## src/rtl/branch_predictor_gshare_if.sv

```systemverilog
// Lookup / training bus between the IF/EX pipeline (master) and the gshare predictor (slave).
interface branch_predictor_gshare_if #(
    parameter int ADDR_WIDTH  = 32,
    parameter int INDEX_WIDTH = 6
);
    logic                   get_predict;
    logic [ADDR_WIDTH-1:0]  now_pc;
    logic                   pred_valid;
    logic                   jump_predict;
    logic [ADDR_WIDTH-1:0]  predict_pc;
    logic [INDEX_WIDTH-1:0] pred_index;
    logic                   update_predict;
    logic                   jump;
    logic [ADDR_WIDTH-1:0]  last_branch_pc;
    logic [ADDR_WIDTH-1:0]  last_branch_target;
    logic [INDEX_WIDTH-1:0] last_index;
    logic                   init_done;

    modport master (
        output get_predict, now_pc, update_predict, jump,
               last_branch_pc, last_branch_target, last_index,
        input  pred_valid, jump_predict, predict_pc, pred_index, init_done
    );

    modport slave (
        input  get_predict, now_pc, update_predict, jump,
               last_branch_pc, last_branch_target, last_index,
        output pred_valid, jump_predict, predict_pc, pred_index, init_done
    );
endinterface

```

## src/rtl/branch_predictor_gshare.sv

```systemverilog
// Two-level (bimodal/gshare) branch predictor with a direct-mapped BTB and a
// post-reset sweep that initialises both tables before predictions go live.
module branch_predictor_gshare #(
    parameter int ADDR_WIDTH      = 32,
    parameter int INDEX_WIDTH     = 6,
    parameter int GHR_WIDTH       = 4,
    parameter int BTB_INDEX_WIDTH = 4,
    parameter bit MODE            = 1'b1
) (
    input  logic clk,
    input  logic rst,
    branch_predictor_gshare_if.slave bp_io
);
    localparam int SWEEP_W = (INDEX_WIDTH > BTB_INDEX_WIDTH) ? INDEX_WIDTH : BTB_INDEX_WIDTH;
    localparam int TAG_W   = ADDR_WIDTH - BTB_INDEX_WIDTH - 2;
    localparam int PHT_N   = 1 << INDEX_WIDTH;
    localparam int BTB_N   = 1 << BTB_INDEX_WIDTH;

    typedef enum logic {S_INIT, S_RUN} state_e;

    state_e                 state_q, state_d;
    logic [SWEEP_W-1:0]     ptr_q, ptr_d;
    logic [GHR_WIDTH-1:0]   ghr_q, ghr_d;

    logic [1:0]             pht_q     [PHT_N];
    logic                   btb_vld_q [BTB_N];
    logic [TAG_W-1:0]       btb_tag_q [BTB_N];
    logic [ADDR_WIDTH-1:0]  btb_tgt_q [BTB_N];

    logic                   pred_valid_q;
    logic                   jump_predict_q;
    logic [ADDR_WIDTH-1:0]  predict_pc_q;
    logic [INDEX_WIDTH-1:0] pred_index_q;

    logic sweep_en, upd_en, live;

    function automatic logic [1:0] sat_cnt(input logic [1:0] c, input logic taken);
        if (taken) return (c == 2'b11) ? c : c + 2'd1;
        else       return (c == 2'b00) ? c : c - 2'd1;
    endfunction

    // FSM: state register
    always_ff @(posedge clk) begin
        if (rst) state_q <= S_INIT;
        else     state_q <= state_d;
    end

    // FSM: next state -- leave INIT once the last sweep slot is written
    always_comb begin
        state_d = state_q;
        case (state_q)
            S_INIT:  if (ptr_q == '1) state_d = S_RUN;
            S_RUN:   state_d = S_RUN;
            default: state_d = S_INIT;
        endcase
    end

    // FSM: outputs
    always_comb begin
        sweep_en = 1'b0;
        upd_en   = 1'b0;
        live     = 1'b0;
        case (state_q)
            S_INIT:  sweep_en = 1'b1;
            S_RUN: begin
                live   = 1'b1;
                upd_en = bp_io.update_predict;
            end
            default: ;
        endcase
    end

    assign ptr_d = ptr_q + 1'b1;
    assign ghr_d = GHR_WIDTH'({ghr_q, bp_io.jump});

    always_ff @(posedge clk) begin
        if (rst) begin
            ptr_q <= '0;
            ghr_q <= '0;
        end else begin
            if (sweep_en) ptr_q <= ptr_d;
            if (upd_en)   ghr_q <= ghr_d;
        end
    end

    // Table writes: sweep slots are masked down to each table's own depth
    always_ff @(posedge clk) begin
        if (!rst) begin
            if (sweep_en) begin
                pht_q[ptr_q[INDEX_WIDTH-1:0]]         <= 2'b01;
                btb_vld_q[ptr_q[BTB_INDEX_WIDTH-1:0]] <= 1'b0;
            end else if (upd_en) begin
                pht_q[bp_io.last_index] <= sat_cnt(pht_q[bp_io.last_index], bp_io.jump);
                if (bp_io.jump) begin
                    btb_vld_q[bp_io.last_branch_pc[BTB_INDEX_WIDTH+1:2]] <= 1'b1;
                    btb_tag_q[bp_io.last_branch_pc[BTB_INDEX_WIDTH+1:2]] <=
                        bp_io.last_branch_pc[ADDR_WIDTH-1:BTB_INDEX_WIDTH+2];
                    btb_tgt_q[bp_io.last_branch_pc[BTB_INDEX_WIDTH+1:2]] <= bp_io.last_branch_target;
                end
            end
        end
    end

    logic [INDEX_WIDTH-1:0]     pc_idx, lk_idx;
    logic [BTB_INDEX_WIDTH-1:0] btb_idx;
    logic                       btb_hit, lk_taken;
    logic [ADDR_WIDTH-1:0]      pc_inc;
    logic                       unused_lbpc;

    assign pc_idx   = bp_io.now_pc[INDEX_WIDTH+1:2];
    assign lk_idx   = MODE ? (pc_idx ^ INDEX_WIDTH'(ghr_q)) : pc_idx;
    assign btb_idx  = bp_io.now_pc[BTB_INDEX_WIDTH+1:2];
    assign btb_hit  = btb_vld_q[btb_idx] &&
                      (btb_tag_q[btb_idx] == bp_io.now_pc[ADDR_WIDTH-1:BTB_INDEX_WIDTH+2]);
    // Tables hold garbage until the sweep finishes, so INIT always falls through
    assign lk_taken = live && pht_q[lk_idx][1] && btb_hit;
    assign pc_inc   = bp_io.now_pc + ADDR_WIDTH'(4);
    assign unused_lbpc = ^bp_io.last_branch_pc[1:0];

    always_ff @(posedge clk) begin
        if (rst) begin
            pred_valid_q   <= 1'b0;
            jump_predict_q <= 1'b0;
            predict_pc_q   <= '0;
            pred_index_q   <= '0;
        end else begin
            pred_valid_q <= bp_io.get_predict;
            if (bp_io.get_predict) begin
                jump_predict_q <= lk_taken;
                predict_pc_q   <= lk_taken ? btb_tgt_q[btb_idx] : pc_inc;
                pred_index_q   <= lk_idx;
            end
        end
    end

    assign bp_io.pred_valid   = pred_valid_q;
    assign bp_io.jump_predict = jump_predict_q;
    assign bp_io.predict_pc   = predict_pc_q;
    assign bp_io.pred_index   = pred_index_q;
    assign bp_io.init_done    = live;
endmodule

```

## src/flat_wrapper.sv

```systemverilog
// flat-port wrapper written by rule: the top's interface ports become plain ports
module branch_predictor_gshare_flat 
#(
    parameter int ADDR_WIDTH      = 32,
    parameter int INDEX_WIDTH     = 6,
    parameter int GHR_WIDTH       = 4,
    parameter int BTB_INDEX_WIDTH = 4,
    parameter bit MODE            = 1'b1
)
  (clk, rst, bp_io_get_predict, bp_io_now_pc, bp_io_update_predict, bp_io_jump, bp_io_last_branch_pc, bp_io_last_branch_target, bp_io_last_index, bp_io_pred_valid, bp_io_jump_predict, bp_io_predict_pc, bp_io_pred_index, bp_io_init_done);
  branch_predictor_gshare_if #(.ADDR_WIDTH(ADDR_WIDTH), .INDEX_WIDTH(INDEX_WIDTH)) bp_io_i ();
  input  logic clk;
  input  logic rst;
  input wire logic [$bits(bp_io_i.get_predict)-1:0] bp_io_get_predict;
  input wire logic [$bits(bp_io_i.now_pc)-1:0] bp_io_now_pc;
  input wire logic [$bits(bp_io_i.update_predict)-1:0] bp_io_update_predict;
  input wire logic [$bits(bp_io_i.jump)-1:0] bp_io_jump;
  input wire logic [$bits(bp_io_i.last_branch_pc)-1:0] bp_io_last_branch_pc;
  input wire logic [$bits(bp_io_i.last_branch_target)-1:0] bp_io_last_branch_target;
  input wire logic [$bits(bp_io_i.last_index)-1:0] bp_io_last_index;
  output wire logic [$bits(bp_io_i.pred_valid)-1:0] bp_io_pred_valid;
  output wire logic [$bits(bp_io_i.jump_predict)-1:0] bp_io_jump_predict;
  output wire logic [$bits(bp_io_i.predict_pc)-1:0] bp_io_predict_pc;
  output wire logic [$bits(bp_io_i.pred_index)-1:0] bp_io_pred_index;
  output wire logic [$bits(bp_io_i.init_done)-1:0] bp_io_init_done;
  assign bp_io_i.get_predict = bp_io_get_predict;
  assign bp_io_i.now_pc = bp_io_now_pc;
  assign bp_io_i.update_predict = bp_io_update_predict;
  assign bp_io_i.jump = bp_io_jump;
  assign bp_io_i.last_branch_pc = bp_io_last_branch_pc;
  assign bp_io_i.last_branch_target = bp_io_last_branch_target;
  assign bp_io_i.last_index = bp_io_last_index;
  assign bp_io_pred_valid = bp_io_i.pred_valid;
  assign bp_io_jump_predict = bp_io_i.jump_predict;
  assign bp_io_predict_pc = bp_io_i.predict_pc;
  assign bp_io_pred_index = bp_io_i.pred_index;
  assign bp_io_init_done = bp_io_i.init_done;
  branch_predictor_gshare #(.ADDR_WIDTH(ADDR_WIDTH), .INDEX_WIDTH(INDEX_WIDTH), .GHR_WIDTH(GHR_WIDTH), .BTB_INDEX_WIDTH(BTB_INDEX_WIDTH), .MODE(MODE)) u_core (.clk(clk), .rst(rst), .bp_io(bp_io_i));
endmodule
```

## config.mk

```make
export PLATFORM = sky130hd
export DESIGN_NAME = branch_predictor_gshare_flat
export DESIGN_NICKNAME = d
export VERILOG_FILES = /design/src/rtl/branch_predictor_gshare_if.sv /design/src/rtl/branch_predictor_gshare.sv /design/src/flat_wrapper.sv
export SDC_FILE = /design/constraint.sdc
export NUM_CORES = 1
export LEC_CHECK = 0
export ABC_CLOCK_PERIOD_IN_PS = 8300
export CAP_MARGIN = 0
export CORE_ASPECT_RATIO = 1.2
export CORE_UTILIZATION = 28
export CTS_CLUSTER_DIAMETER = 50
export DETAILED_ROUTE_END_ITERATION = 10
export HOLD_SLACK_MARGIN = 0.03
export PLACE_DENSITY_LB_ADDON = 0.3
export SKIP_CTS_REPAIR_TIMING = 1
export SYNTH_ARGS = -nofsm -noshare
export SYNTH_HDL_FRONTEND = slang
export SYNTH_SLANG_ARGS = --single-unit
```

## constraint.sdc

```tcl
create_clock -name clk -period 8.3 [get_ports clk]
set_clock_uncertainty 0.2 [all_clocks]
set_input_delay 0.83 -clock clk [delete_from_list [all_inputs] [get_ports clk]]
set_output_delay 0.83 -clock clk [all_outputs]
set_load 0.03 [all_outputs]
```

==> flow_summary.toml <==
[place]
port-buffer-count = 145
post-dp-hpwl_um = 74000
post-place-ws_ns = 1.73
place.gp.congestion = 0.838

[timing]
timing_hold_violations_final = 0
rsz0062_at_grt = "false"
layout_setup_ws_ns = 2.69
post-route-min-period_ns = 5.61
fin_crit_sh = 0.676
fmax_mhz = 178
slew-limit-headroom = 0.156
worstMarginPinSlew_ns = 1.26
slew_violations = 0
finalSetupViolations = 0
tns_ns = 0

[setup_path]
rrSetupSlack_ns = 2.84
crit_required_ns = 8.66
crit_slowest_cell = "nor3_4"
cpPeakStageDelay_ns = 0.99
end_kind = "flop"
worst_ep_arrival_time_ns = 5.97
timing.rr.end = "u_core.btb_tag_q[1][23]"
crit_fanout = 67
r2r_cells = 8
worstSetupPathType = "primary input to flop"
start_kind = "primary input"
crit_chain = "buf_8 > buf_4 > mux4_2 > mux2i_1 > xnor2_1 > nor4_1 > a31oi_1 > or4b_1 > nor3_4 > a2111oi_0"
reg2reg_from = "u_core.state_q"

[grt]
grt_max_degree = 94
grt_pass1_vias = 24588
grt_first_pass_wirelength_um = 178000
grt_antenna_before_repair = 32
grt.overflow.total = 0
track_usage = 0.152

[logic_synthesis]
ys_top_cells_by_count = "edfxtp_1, mux4_2, nor2_1, nand2_1, clkbuf_1"
syn_inst = 2295
synth_edf_count = 1072
synthArstFlopShare = 0
netlist.area_leader.share = 0.710
avgSynthCellArea_um2 = 19.8
ys_ff_latch = 1123
ys_types = 70
ys.flop_type = "edfxtp_1"
synth_area_mm2 = 0.0454
syn-num-nets = 2404
yosysTopAreaCell = "edfxtp_1"
yosysWarnings = 0
synth_most_common_cell = "edfxtp_1"
ys_seq_area_frac = 0.732
synth.area.top_cells = "edfxtp_1, mux4_2, dfxtp_1"

[power_and_ir_drop]
p_per_area_mw_per_mm2 = 234
internal_power_mw = 9.83
p_leak_nw = 16.7
vdd_drop_max_uv = 204
switching_power_mw = 2.76
switching_share = 0.219
seqPwrFrac = 0.495
p_comb_frac = 0.052
p_total_mw = 12.6
pwr-share-clk = 0.453

[hold_path]
hold_depth = 2
hold_start = "u_core.bp_io.pred_index[1]"
hold_class = "flop to flop"
hold_path_end = "u_core.bp_io.pred_index[1]"

[clocking]
cts-root-to-sink-buffers = 3
cts_sinks = 1123
cts_made_buffers = 132
tritoncts = "built"
worstSkewPairLatency_ns = 0.75
path_clk_slew_ns = 0.05
clock-root-buffer = "clkbuf_16"
htreeDepth = 4

[routing]
ant_nets = 0
first_pass_iters = 8
routed_wl_um = 125000
drc = 12
vias = 23562
routedWlPerCell_um = 26.4
drt_iter0_drc = 2476
vias_per_cell = 4.98

[floorplanning]
num_rows = 161
core_mm2 = 0.161
io_pins = 148
start_util = 0.283
die_y_um = 443
dieArea_mm2 = 0.164
fp.dieW_um = 369

[run_status]
violations = "DRC"
status = "finished, violations left"

[layout]
multiInputGateArea_mm2 = 0.0116
drive_gt1_frac = 0.239
nFillCells = 15099
area_delta_synth_final_pct = 18.5
nets = 2605
seqCellArea_mm2 = 0.0332

[flow_run]
maxCapViolCount = 0
[stage by stage]
| step | cells | utilization | hold WS [ns] | instance area [um2] |
|---|---|---|---|---|
| floorplan | 2295 | - | 0.273 | 45400 |
| global placement | 4481 | 0.308 | 0.279 | 49400 |
| CTS | 4722 | 0.335 | 0.292 | 53700 |
| finish | 4730 | 0.335 | 0.288 | 53800 |
| global route | 4722 | 0.335 | 0.315 | 53700 |
| detailed placement | 4481 | 0.308 | 0.285 | 49400 |
[cell usage in the layout, fill, tap and decap left out, types with 21 or more instances in the layout]
cell	Yosys	routed
nand3_1	50	50
nor3_1	25	21
clkbuf_1	66	33
clkbuf_16	0	136
xnor2_1	42	42
mux2i_1	48	48
edfxtp_1	1072	1072
mux4_2	314	314
clkinv_1	0	21
clkdlybuf4s50_1	0	139
buf_4	13	57
nand2_1	88	88
dfxtp_1	51	51
nor2_1	163	150
[registers in the layout, summed over array words and instances (netlist names)]
name	count
u_core.state_q	1
u_core.ghr_q	4
u_core.bp_io.pred_valid	1
u_core.btb_tgt_q	512
u_core.bp_io.pred_index	6
u_core.pht_q	128
u_core.btb_tag_q	416
u_core.btb_vld_q	16
u_core.bp_io.predict_pc	32
u_core.bp_io.jump_predict	1
u_core.ptr_q	6
[cell families after synthesis]
kind of cell / after synthesis / synth area share
XOR/XNOR: 59 / 0.0116
adder cells (fa/ha/maj): 2 / 0.000552
AO/OA/AOI/OAI: 150 / 0.0243
buffers and inverters: 152 / 0.0159
multiplexers: 379 / 0.171
AND/OR/NAND/NOR: 430 / 0.0448
flip-flops: 1123 / 0.732
[worst max path at each step]
stage,start,end,slack (ns),depth (start not counted)
after floorplan,rst,u_core.btb_tag_q[0][0],1.33,7
after global placement,bp_io_now_pc[2],u_core.bp_io.predict_pc[5],1.77,10
after detailed placement,bp_io_now_pc[2],u_core.bp_io.predict_pc[12],1.73,10
after CTS,bp_io_now_pc[2],u_core.bp_io.predict_pc[23],2.55,10
after global routing,bp_io_now_pc[2],u_core.bp_io.predict_pc[23],2.18,10
final,bp_io_now_pc[2],u_core.bp_io.predict_pc[23],2.69,10
[critical path, delay by kind of cell]
| kind | cells | cell delay (ns) |
|---|---|---|
| compound gates | 2 | 0.46 |
| xor+xnor | 1 | 0.13 |
| buf+inv | 2 | 1.21 |
| mux | 2 | 0.93 |
| simple gates | 3 | 2.28 |
[area by class of cell]
cell class,count,area share
Multi-Input combinational cell,1020,0.216
Tap cell,2119,0.0493
Inverter,16,0.00114
Sequential cell,1123,0.618
Antenna cell,8,0.000372
Timing Repair Buffer,203,0.0353
Clock buffer,171,0.0661
Clock inverter,70,0.0145
[power groups by stage]
stage / clock (mW) / combinational, mW / sequential, mW
4_1_cts: 5.82 / 0.666 / 6.22
5_1_grt: 6.03 / 0.702 / 6.22
6_report: 5.70 / 0.657 / 6.22
2_1_floorplan: 0 / 0.357 / 6.36
3_3_place_gp: 0 / 0.652 / 6.34
3_5_place_dp: 0 / 0.664 / 6.34
[routing by layer]
layer  GRT usage  vias up  wire length [um]
li1            -     9925                 -
met1       0.198    12605             50900
met2       0.250      796             61300
met3      0.0417      196             10200
met4      0.0377       40              2340
met5           0        -               275
Note: power is estimated with default switching activity, not from simulation.
